==> config.mk <==
export PLATFORM = sky130hd
export DESIGN_NAME = ahb_slave_if
export DESIGN_NICKNAME = d
export VERILOG_FILES = /design/src/rtl/ahb_apb_pkg.sv /design/src/rtl/ahb_addr_decode.sv /design/src/rtl/ahb_slave_if.sv
export SDC_FILE = /design/constraint.sdc
export NUM_CORES = 1
export LEC_CHECK = 0
export CAP_MARGIN = 10
export CORE_MARGIN = 8
export CORE_UTILIZATION = 41
export CTS_BUF_LIST = sky130_fd_sc_hd__clkbuf_2
export DETAILED_ROUTE_END_ITERATION = 16
export HOLD_SLACK_MARGIN = 0.1
export PLACE_DENSITY = 0.89
export RECOVER_POWER = 100
export SETUP_SLACK_MARGIN = 0.1
export SYNTH_ARGS = -nofsm -noshare
export SYNTH_HDL_FRONTEND = slang
export SYNTH_SLANG_ARGS = --single-unit
==> constraint.sdc <==
create_clock -name hclk -period 1.97 [get_ports hclk]
set_input_delay 0.591 -clock hclk [delete_from_list [all_inputs] [get_ports hclk]]
set_output_delay 0.591 -clock hclk [all_outputs]
set_load 0.01 [all_outputs]
==> src/rtl/ahb_apb_pkg.sv <==
// ahb_apb_pkg: shared definitions for the AHB side of the AHB-to-APB bridge.
//   - AHB transfer-type and response codes
//   - error-response FSM state type
//   - default address-map constants and one-hot slave-select codes
//   - helper that checks an AHB address against its transfer size
package ahb_apb_pkg;

  // AHB HTRANS encodings
  localparam logic [1:0] HTRANS_IDLE   = 2'b00;
  localparam logic [1:0] HTRANS_BUSY   = 2'b01;
  localparam logic [1:0] HTRANS_NONSEQ = 2'b10;
  localparam logic [1:0] HTRANS_SEQ    = 2'b11;

  // AHB HRESP encodings
  localparam logic [1:0] HRESP_OKAY  = 2'b00;
  localparam logic [1:0] HRESP_ERROR = 2'b01;

  // Default APB address map
  localparam logic [31:0] BASE_ADDR_DEF  = 32'h8000_0000;
  localparam logic [31:0] SLAVE_SPAN_DEF = 32'h0400_0000;
  localparam int unsigned NUM_SLAVES_DEF = 3;

  // One-hot slave selects for the default three-slave map
  localparam logic [2:0] SEL_NONE = 3'b000;
  localparam logic [2:0] SEL_S0   = 3'b001;
  localparam logic [2:0] SEL_S1   = 3'b010;
  localparam logic [2:0] SEL_S2   = 3'b100;

  // Two-cycle AHB ERROR response sequencer
  typedef enum logic [1:0] {
    ST_OK   = 2'b00,
    ST_ERR1 = 2'b01,
    ST_ERR2 = 2'b10
  } err_state_e;

  // True when the transfer size is at most a word and the address is aligned to it.
  function automatic logic ahb_size_aligned(input logic [2:0] size, input logic [1:0] addr_lsb);
    logic ok;
    case (size)
      3'b000:  ok = 1'b1;
      3'b001:  ok = ~addr_lsb[0];
      3'b010:  ok = (addr_lsb == 2'b00);
      default: ok = 1'b0;
    endcase
    return ok;
  endfunction

endpackage

==> src/rtl/ahb_addr_decode.sv <==
// ahb_addr_decode: maps an AHB address onto the APB slave window.
//   haddr_i     in  32         AHB address
//   mapped_o    out 1          address lies in [BASE_ADDR, BASE_ADDR + NUM_SLAVES*SLAVE_SPAN)
//   tempselx_o  out NUM_SLAVES one-hot slave select, all zero when unmapped
module ahb_addr_decode
  import ahb_apb_pkg::*;
#(
  parameter logic [31:0] BASE_ADDR  = BASE_ADDR_DEF,
  parameter logic [31:0] SLAVE_SPAN = SLAVE_SPAN_DEF,
  parameter int unsigned NUM_SLAVES = NUM_SLAVES_DEF
) (
  input  logic [31:0]           haddr_i,
  output logic                  mapped_o,
  output logic [NUM_SLAVES-1:0] tempselx_o
);

  localparam int unsigned SpanLog2 = $clog2(SLAVE_SPAN);
  // Computed in 33 bits so a window ending at the top of the address space does not wrap.
  localparam logic [32:0] EndAddr = {1'b0, BASE_ADDR} + (33'(NUM_SLAVES) << SpanLog2);

  logic [31:0] offset;
  logic [31:0] slave_idx;

  always_comb begin
    mapped_o   = ({1'b0, haddr_i} >= {1'b0, BASE_ADDR}) && ({1'b0, haddr_i} < EndAddr);
    offset     = haddr_i - BASE_ADDR;
    slave_idx  = offset >> SpanLog2;
    tempselx_o = '0;
    for (int unsigned n = 0; n < NUM_SLAVES; n++) begin
      if (mapped_o && (slave_idx == n)) begin
        tempselx_o[n] = 1'b1;
      end
    end
  end

endmodule

==> src/rtl/ahb_slave_if.sv <==
// ahb_slave_if: AHB-side front end of the AHB-to-APB bridge.
//   Qualifies AHB transfers (valid), decodes the APB slave select (tempselx), pipelines
//   address/write-data/direction two deep, and owns the AHB response (forwards the APB
//   controller's ready or drives a two-cycle ERROR).
// Ports:
//   hclk, hresetn             clock, async active-low reset
//   hwrite, hreadyin, htrans, hsize, haddr, hwdata   AHB master side inputs
//   prdata, hr_readyout       from APB controller
//   valid, tempselx           qualified transfer and one-hot slave select (combinational)
//   haddr1/2, hwdata1/2, hwrite_reg/hwrite_reg1      1- and 2-deep pipelined copies
//   hrdata, hreadyout, hresp  AHB response to master
// Build option: define AHB_ALIGN_CHECK_EN to send oversize or misaligned transfers down the
// ERROR path; otherwise hsize is ignored and only unmapped addresses error.
module ahb_slave_if
  import ahb_apb_pkg::*;
#(
  parameter logic [31:0] BASE_ADDR  = BASE_ADDR_DEF,
  parameter logic [31:0] SLAVE_SPAN = SLAVE_SPAN_DEF,
  parameter int unsigned NUM_SLAVES = NUM_SLAVES_DEF
) (
  input  logic                  hclk,
  input  logic                  hresetn,
  input  logic                  hwrite,
  input  logic                  hreadyin,
  input  logic [1:0]            htrans,
  input  logic [2:0]            hsize,
  input  logic [31:0]           haddr,
  input  logic [31:0]           hwdata,
  input  logic [31:0]           prdata,
  input  logic                  hr_readyout,
  output logic                  valid,
  output logic [31:0]           haddr1,
  output logic [31:0]           haddr2,
  output logic [31:0]           hwdata1,
  output logic [31:0]           hwdata2,
  output logic                  hwrite_reg,
  output logic                  hwrite_reg1,
  output logic [NUM_SLAVES-1:0] tempselx,
  output logic [31:0]           hrdata,
  output logic                  hreadyout,
  output logic [1:0]            hresp
);

  logic mapped;
  logic active;
  logic ok_chk;
  logic bad;

  ahb_addr_decode #(
    .BASE_ADDR (BASE_ADDR),
    .SLAVE_SPAN(SLAVE_SPAN),
    .NUM_SLAVES(NUM_SLAVES)
  ) u_addr_decode (
    .haddr_i   (haddr),
    .mapped_o  (mapped),
    .tempselx_o(tempselx)
  );

`ifdef AHB_ALIGN_CHECK_EN
  assign ok_chk = ahb_size_aligned(hsize, haddr[1:0]);
`else
  logic unused_hsize;
  assign unused_hsize = ^hsize;
  assign ok_chk       = 1'b1;
`endif

  // Only NONSEQ/SEQ (htrans[1] set) on a ready bus is a real transfer.
  assign active = hreadyin & htrans[1];
  assign bad    = active & (~mapped | ~ok_chk);

  // ---------------------------------------------------------------------------
  // Error response FSM
  // ---------------------------------------------------------------------------
  err_state_e state_q, state_d;
  logic       err_stall_q, err_stall_d;  // ERR1: hold the bus
  logic       err_resp_q, err_resp_d;    // ERR1/ERR2: signal ERROR

  always_comb begin
    state_d = state_q;
    unique case (state_q)
      ST_OK:   if (bad) state_d = ST_ERR1;
      ST_ERR1: state_d = ST_ERR2;
      // A transfer presented in the last ERROR cycle is treated as a fresh one.
      ST_ERR2: state_d = bad ? ST_ERR1 : ST_OK;
      default: state_d = ST_OK;
    endcase
    err_stall_d = (state_d == ST_ERR1);
    err_resp_d  = (state_d != ST_OK);
  end

  always_ff @(posedge hclk or negedge hresetn) begin
    if (!hresetn) begin
      state_q     <= ST_OK;
      err_stall_q <= 1'b0;
      err_resp_q  <= 1'b0;
    end else begin
      state_q     <= state_d;
      err_stall_q <= err_stall_d;
      err_resp_q  <= err_resp_d;
    end
  end

  assign valid     = active & mapped & ok_chk & (state_q != ST_ERR1);
  assign hreadyout = err_resp_q ? ~err_stall_q : hr_readyout;
  assign hresp     = err_resp_q ? HRESP_ERROR : HRESP_OKAY;
  assign hrdata    = prdata;

  // ---------------------------------------------------------------------------
  // Address / data / direction pipeline; advances on every ready bus cycle.
  // ---------------------------------------------------------------------------
  logic [31:0] haddr1_q, haddr1_d, haddr2_q, haddr2_d;
  logic [31:0] hwdata1_q, hwdata1_d, hwdata2_q, hwdata2_d;
  logic        hwrite1_q, hwrite1_d, hwrite2_q, hwrite2_d;

  always_comb begin
    haddr1_d  = haddr1_q;
    haddr2_d  = haddr2_q;
    hwdata1_d = hwdata1_q;
    hwdata2_d = hwdata2_q;
    hwrite1_d = hwrite1_q;
    hwrite2_d = hwrite2_q;
    if (hreadyin) begin
      haddr1_d  = haddr;
      haddr2_d  = haddr1_q;
      // hwdata is valid in the data phase, so this lands one cycle behind its address.
      hwdata1_d = hwdata;
      hwdata2_d = hwdata1_q;
      hwrite1_d = hwrite;
      hwrite2_d = hwrite1_q;
    end
  end

  always_ff @(posedge hclk or negedge hresetn) begin
    if (!hresetn) begin
      haddr1_q  <= '0;
      haddr2_q  <= '0;
      hwdata1_q <= '0;
      hwdata2_q <= '0;
      hwrite1_q <= 1'b0;
      hwrite2_q <= 1'b0;
    end else begin
      haddr1_q  <= haddr1_d;
      haddr2_q  <= haddr2_d;
      hwdata1_q <= hwdata1_d;
      hwdata2_q <= hwdata2_d;
      hwrite1_q <= hwrite1_d;
      hwrite2_q <= hwrite2_d;
    end
  end

  assign haddr1      = haddr1_q;
  assign haddr2      = haddr2_q;
  assign hwdata1     = hwdata1_q;
  assign hwdata2     = hwdata2_q;
  assign hwrite_reg  = hwrite1_q;
  assign hwrite_reg1 = hwrite2_q;

endmodule

==> results of run 1 <==
placed cells by master (no fill, tap or decap), types with 2 or more instances in the layout:
cell type        synthesis  routed
mux2_1                 100     100
buf_6                   11      81
bufinv_16                0       5
buf_4                   34     105
buf_2                    4      60
clkinv_2                 0       2
dfrtp_1                134     134
nor3_2                   0       2
mux2_2                  30      30
clkdlybuf4s50_1          0      62
nor3b_4                  0       2
clkinvlp_4               0       3
a211oi_1                 2       2
buf_12                   0       3
clkbuf_2                 0      19
nand2_1                  3       3
cells by family after synthesis:
kind of cell,count (synthesis),share of synthesized area (%)
other,1,0.0703
AND/OR/NAND/NOR,11,1.64
AO/OA/AOI/OAI,2,0.281
buffers and inverters,50,7.55
multiplexers,131,27.6
flip-flops,134,62.8
layout make-up:
cell class	count	share of cell area, %
clock buffer	19	1.16
antenna	1	0.0305
timing repair buffer	314	33.0
clock inverter	13	2.49
sequential	134	40.9
inverter	1	0.0458
tap	172	2.62
multi-input combinational	145	19.7
how the worst max path moves through the flow:
stage                     cells past startpoint  slack [ps]          end
after floorplan                               2          -4  tempselx[1]
after global placement                        4        -960  tempselx[1]
after detailed placement                      4       -1000  tempselx[1]
after CTS                                     4        -240  tempselx[1]
after global routing                          3        -300        valid
final                                         4        -270  tempselx[2]
power breakdown:
part	switching (W)	internal [W]
clock network	0.000975	0.000967
registers	0.000226	0.00309
logic	0.000661	0.00107
total	0.00186	0.00513
worst max-delay path, delay by kind of cell:
kind	cells	cell delay, ps
simple gates	2	780
buf+inv	2	260
stage by stage:
step	area, sq um	hold slack (ps)
6_report	8200	239
5_1_grt	8200	135
4_1_cts	7650	137
3_5_place_dp	7360	425
3_3_place_gp	7360	438
2_1_floorplan	5360	295
routing by layer:
metal / GRT usage, % / vias to the layer above
met3: 9.14 / 50
met5: 0 / -
met4: 10.6 / 0
li1: - / 1677
met2: 25.9 / 171
met1: 16.5 / 1777
what timing repair did:
| action | 4_1_cts | 5_1_grt |
|---|---|---|
| setup endpoints to repair | 136 | 136 |
| buffers inserted | 54 | 40 |
| hold buffers | 1 | 0 |
| hold endpoints to repair | 93 | 0 |
| resized for setup | 610 | 41 |
| pin swaps | 3 | 2 |
==> results.tsv, run 1 <==
metric	value	unit
fin crit period	2240	ps
failing checks	capacitance limit, setup timing	
drt first pass iters	4	
post-route clock period utilization	113	%
WL per Instance	17.5	um
total power	0.00699	W
post-synthesis sequential area ratio	62.8	%
Worst-Margin Slew	1500	ps
Register Area	3350	sq um
Routed met2 length	6.71	mm
Max VDD drop	0.600	mV
detail-routed via count per cell	4.60	
Post-DP HPWL	9.64	mm
Initial DRC Count	89	
die height	130	um
final net count	719	
Final setup violation count	5	
final core utilization	64.7	%
first-pass GRT wire length	21.3	mm
Overflow after GRT	0	
GP Congestion	0.833	
CORE AREA	12700	sq um
fin. max-slew vios	0	
Crit-path slowest cell	or4b_4	
Hold Vio Cnt, Final	0	
setup tns final	-957	ps
# IOs	275	
Pleak	3.85	nW
clock skew	11.3	ps
synthesized flop and latch total	134	
Via Count	3675	
WL met1	4.83	mm
Num CTS Buffers	17	
vias in the first global route	4024	
hold path startpoint	haddr[30]	
share of cells above drive strength 1	50.6	%
CP endpoint kind	primary output	
post-synth cell types	17	
Hold Path Cell Cnt	3	
FP Rows	41	
critical path peak fanout	3	
Avg Inst Size Synth	16.2	sq um
Post-synth ARST share	100	%
share of the synthesized area in the top cell type	62.8	%
arrival time at the worst endpoint	1640	ps
multi-input logic area	1620	sq um
starting density of the core	42.1	%
worst r2r dst	err_resp_q$_DFF_PN0_	
Sink Count	134	
Startpoint Class	primary input	
P per Cell Area	852	nW/um^2
RSZ-0062 raised after global routing	true	
max-cap viol count	1	
worst setup margin	-265	ps
max incr delay on CP	580	ps
Synth Warn #	0	
critical path class	primary input to primary output	
Hold Crit Endpoint	haddr1[30]$_DFFE_PN0P_	
status	finished, violations left	
cell area after synthesis	5340	sq um
top cells by count, synth	dfrtp_1, mux2_1, buf_4, mux2_2, buf_6	
met3 WL	1.86	mm
Clock transition at path regs	180	ps
Post-Place Worst Slack	-1000	ps
die width	130	um
Post-Place Cells	671	
non-filler instance count after layout	799	
H-tree levels	4	
net count after synthesis	435	
DRT Wirelength	14.0	mm
Critical Path RT	1380	ps
Area growth, synth to finish	53.7	%
Port Buffers	205	
most frequent cell after synthesis	dfrtp_1	
Post-Synthesis Cells	329	
Most used DFF post-synth	dfrtp_1	
full die area	16900	sq um
worst skew pair latency	670	ps
uppermost layer routed	met4	
initial antenna violation count	1	
FMAX	447	MHz
Setup crit start	haddr[30]	
reg2reg setup slack	870	ps
largest net degree at the start of global routing	130	
gr usage total	16.4	%
Clock Tree Buf Depth	2	
relative slew slack	0.164	%
fillcell total	915	
CTS tree	done	
critical-path cell list	buf_6 -> or4b_4 -> nor3b_4 -> buf_2	
EDFF count, synth	0	
CTS root buffer	clkbuf_2	
DR DRC count	0	
antenna violation net count after detailed routing	0	
R2R Path Start	state_q[0]$_DFF_PN0_	
most area-hungry cell type in the Yosys netlist	dfrtp_1	
Hold Crit Class	primary input to register	
top cells by area, synth	dfrtp_1, mux2_1, mux2_2	
R2R depth	4	
Power figures use the tool's default switching activity.
==> run 2: changes to the inputs <==
Settings changed: CORE_MARGIN 8 to unset, CORE_UTILIZATION 41 to 40, CTS_BUF_LIST sky130_fd_sc_hd__clkbuf_2 to unset, PLACE_DENSITY 0.89 to 0.88.
==> run 2 against run 1 <==
Compared with the run above:
- the run ends with setup timing left
- worst setup slack gained 39 ps
- non-clock buffer count down 92
- clock skew decreased by 7.6 ps
- clock power up 75%
- die area decreased by 18%
- final area down 5.0%
- core utilization is 4.0 points lower
- count of clock-buffer cells in the layout grew 2
- first-iteration DRC count is 1.1% higher
- hold slack gained 43 ps
- via count fell by 9.1%
- critical path depth is the same
==> results.tsv, run 2 (synthesis results as in run 1) <==
metric	value	unit	change
# IOs	275		unchanged
CTS root buffer	clkbuf_16		
Port Buffers	205		unchanged
fin. max-slew vios	0		unchanged
Area growth, synth to finish	46.0	%	
Critical Path RT	1380	ps	about the same
DRT Wirelength	11.6	mm	-17%
worst setup margin	-226	ps	+39.3 ps
non-filler instance count after layout	704		-12%
Clock transition at path regs	50	ps	-130 ps
die width	118	um	-9.7%
WL per Instance	16.5	um	-6.1%
gr usage total	17.8	%	+1.4 points
worst skew pair latency	400	ps	-270 ps
drt first pass iters	4		unchanged
Post-Place Worst Slack	-1010	ps	-13.0 ps
Hold Vio Cnt, Final	0		unchanged
failing checks	setup timing		
final instance area	7790	sq um	-5.0%
Worst-Margin Slew	906	ps	-592 ps
final core utilization	60.8	%	-4.0 points
commonest non-fill, non-tap cell in the layout	dfrtp_1		
GP Congestion	0.831		-0.28%
status	finished, violations left		
critical path peak fanout	3		unchanged
CORE AREA	12800	sq um	+1.2%
worst r2r dst	err_resp_q$_DFF_PN0_		
most frequent cells in the layout	dfrtp_1, dlygate4sd2_1, mux2_1		
Clock Tree Buf Depth	2		unchanged
clock skew	3.73	ps	-7.57 ps
RSZ-0062 raised after global routing	true		
Post-DP HPWL	8.20	mm	-15%
relative slew slack	39.6	%	+39 points
largest net degree at the start of global routing	102		-22%
FP Rows	41		unchanged
vias in the first global route	3590		-11%
Pleak	3.55	nW	-7.8%
H-tree levels	4		unchanged
Sink Count	134		unchanged
post-route clock period utilization	111	%	-2.0 points
R2R Path Start	state_q[0]$_DFF_PN0_		
Crit-path slowest cell	or4b_4		
Startpoint Class	primary input		
diodes inserted	0		-1
final net count	627		-13%
R2R depth	2		-2
Post-Place Cells	673		+0.30%
Initial DRC Count	90		+1.1%
fin crit period	2200	ps	-39.3 ps
FMAX	455	MHz	+1.8%
full die area	13800	sq um	-18%
CTS tree	done		
Final setup violation count	4		-1
reg2reg setup slack	1060	ps	+190 ps
P per Cell Area	1020	nW/um^2	+19%
max incr delay on CP	580	ps	about the same
total power	0.00791	W	+13%
placed cell areas	7390	sq um	+0.37%
fillcell total	1030		+13%
Overflow after GRT	0		unchanged
critical-path cell list	buf_6 -> or4b_4 -> nor3b_4 -> buf_2		
antenna violation net count after detailed routing	0		unchanged
detail-routed via count per cell	4.74		+3.1%
share of cells above drive strength 1	16.7	%	-34 points
critical path class	primary input to primary output		
first-pass GRT wire length	19.1	mm	-10%
Hold Crit Class	primary input to async pin		
max-cap viol count	0		-1
die height	118	um	-9.7%
initial antenna violation count	0		-1
arrival time at the worst endpoint	1610	ps	-30 ps
Max VDD drop	0.637	mV	+6.1%
Via Count	3339		-9.1%
starting density of the core	41.6	%	-0.51 points
Num CTS Buffers	17		unchanged
DR DRC count	0		unchanged
CP endpoint kind	primary output		
## run 2: cell count changes in the layout (fill, tap and decap cells not counted), moves of 3 or more
cell / delta
dlygate4sd2_1: +133
buf_4: -97
buf_6: -77
buf_2: -54
clkbuf_16: +17
clkbuf_2: -15
clkbuf_1: +4
buf_12: -3
clkbuf_8: +3
clkdlybuf4s50_1: -3
clkinvlp_4: -3
## run 2: worst max-delay path by stage
stage	startpoint	to	slack, ps	depth (start not counted)
2_1_floorplan	haddr[30]	tempselx[1]	-4	2
3_3_place_gp	haddr[30]	tempselx[1]	-950	4
3_5_place_dp	haddr[29]	valid	-1010	6
4_1_cts	haddr[28]	tempselx[1]	-250	4
5_1_grt	haddr[29]	tempselx[1]	-250	4
6_report	haddr[29]	tempselx[1]	-230	4
## run 2: through the flow
stage / hold slack (ps) / TNS, ps
6_report: 283 / -746
4_1_cts: 146 / -763
3_5_place_dp: 447 / -4450
5_1_grt: 339 / -843
3_3_place_gp: 428 / -4160
2_1_floorplan: 295 / -7.32
## run 2: worst max-delay path: cells and delay by family
| family | cells | cell delay (ps) |
|---|---|---|
| buffers and inverters | 2 | 250 |
| and+or+nand+nor | 2 | 760 |
## run 2: final cells by class
type | count | area [sq um] | share of cell area [%]
multi-input cells | 145 | 1610 | 20.7
clock buffers | 21 | 470 | 6.04
inverters | 1 | 3.75 | 0.0482
clock inverters | 9 | 174 | 2.23
well taps | 172 | 215 | 2.76
flip-flops and latches | 134 | 3350 | 43.0
repair buffers | 222 | 1960 | 25.2
## run 2: routing by layer
| metal | wire length, um | GRT usage (%) |
|---|---|---|
| met4 | 272 | 7.93 |
| met5 | 0 | 0 |
| met3 | 936 | 6.93 |
| met2 | 5690 | 28.9 |
| met1 | 4680 | 21.0 |
## run 2: where the power goes
group	total, W	internal (W)	switching (W)
Clock	0.00340	0.00233	0.00107
Combinational	0.00122	0.000671	0.000550
Sequential	0.00329	0.00310	0.000197
## run 2: timing repair
item,in CTS,in global routing
gates resized for setup,171,3
pin swaps,5,3
buffers inserted,1,0
hold buffers,0,0
endpoints found under the setup margin,136,4
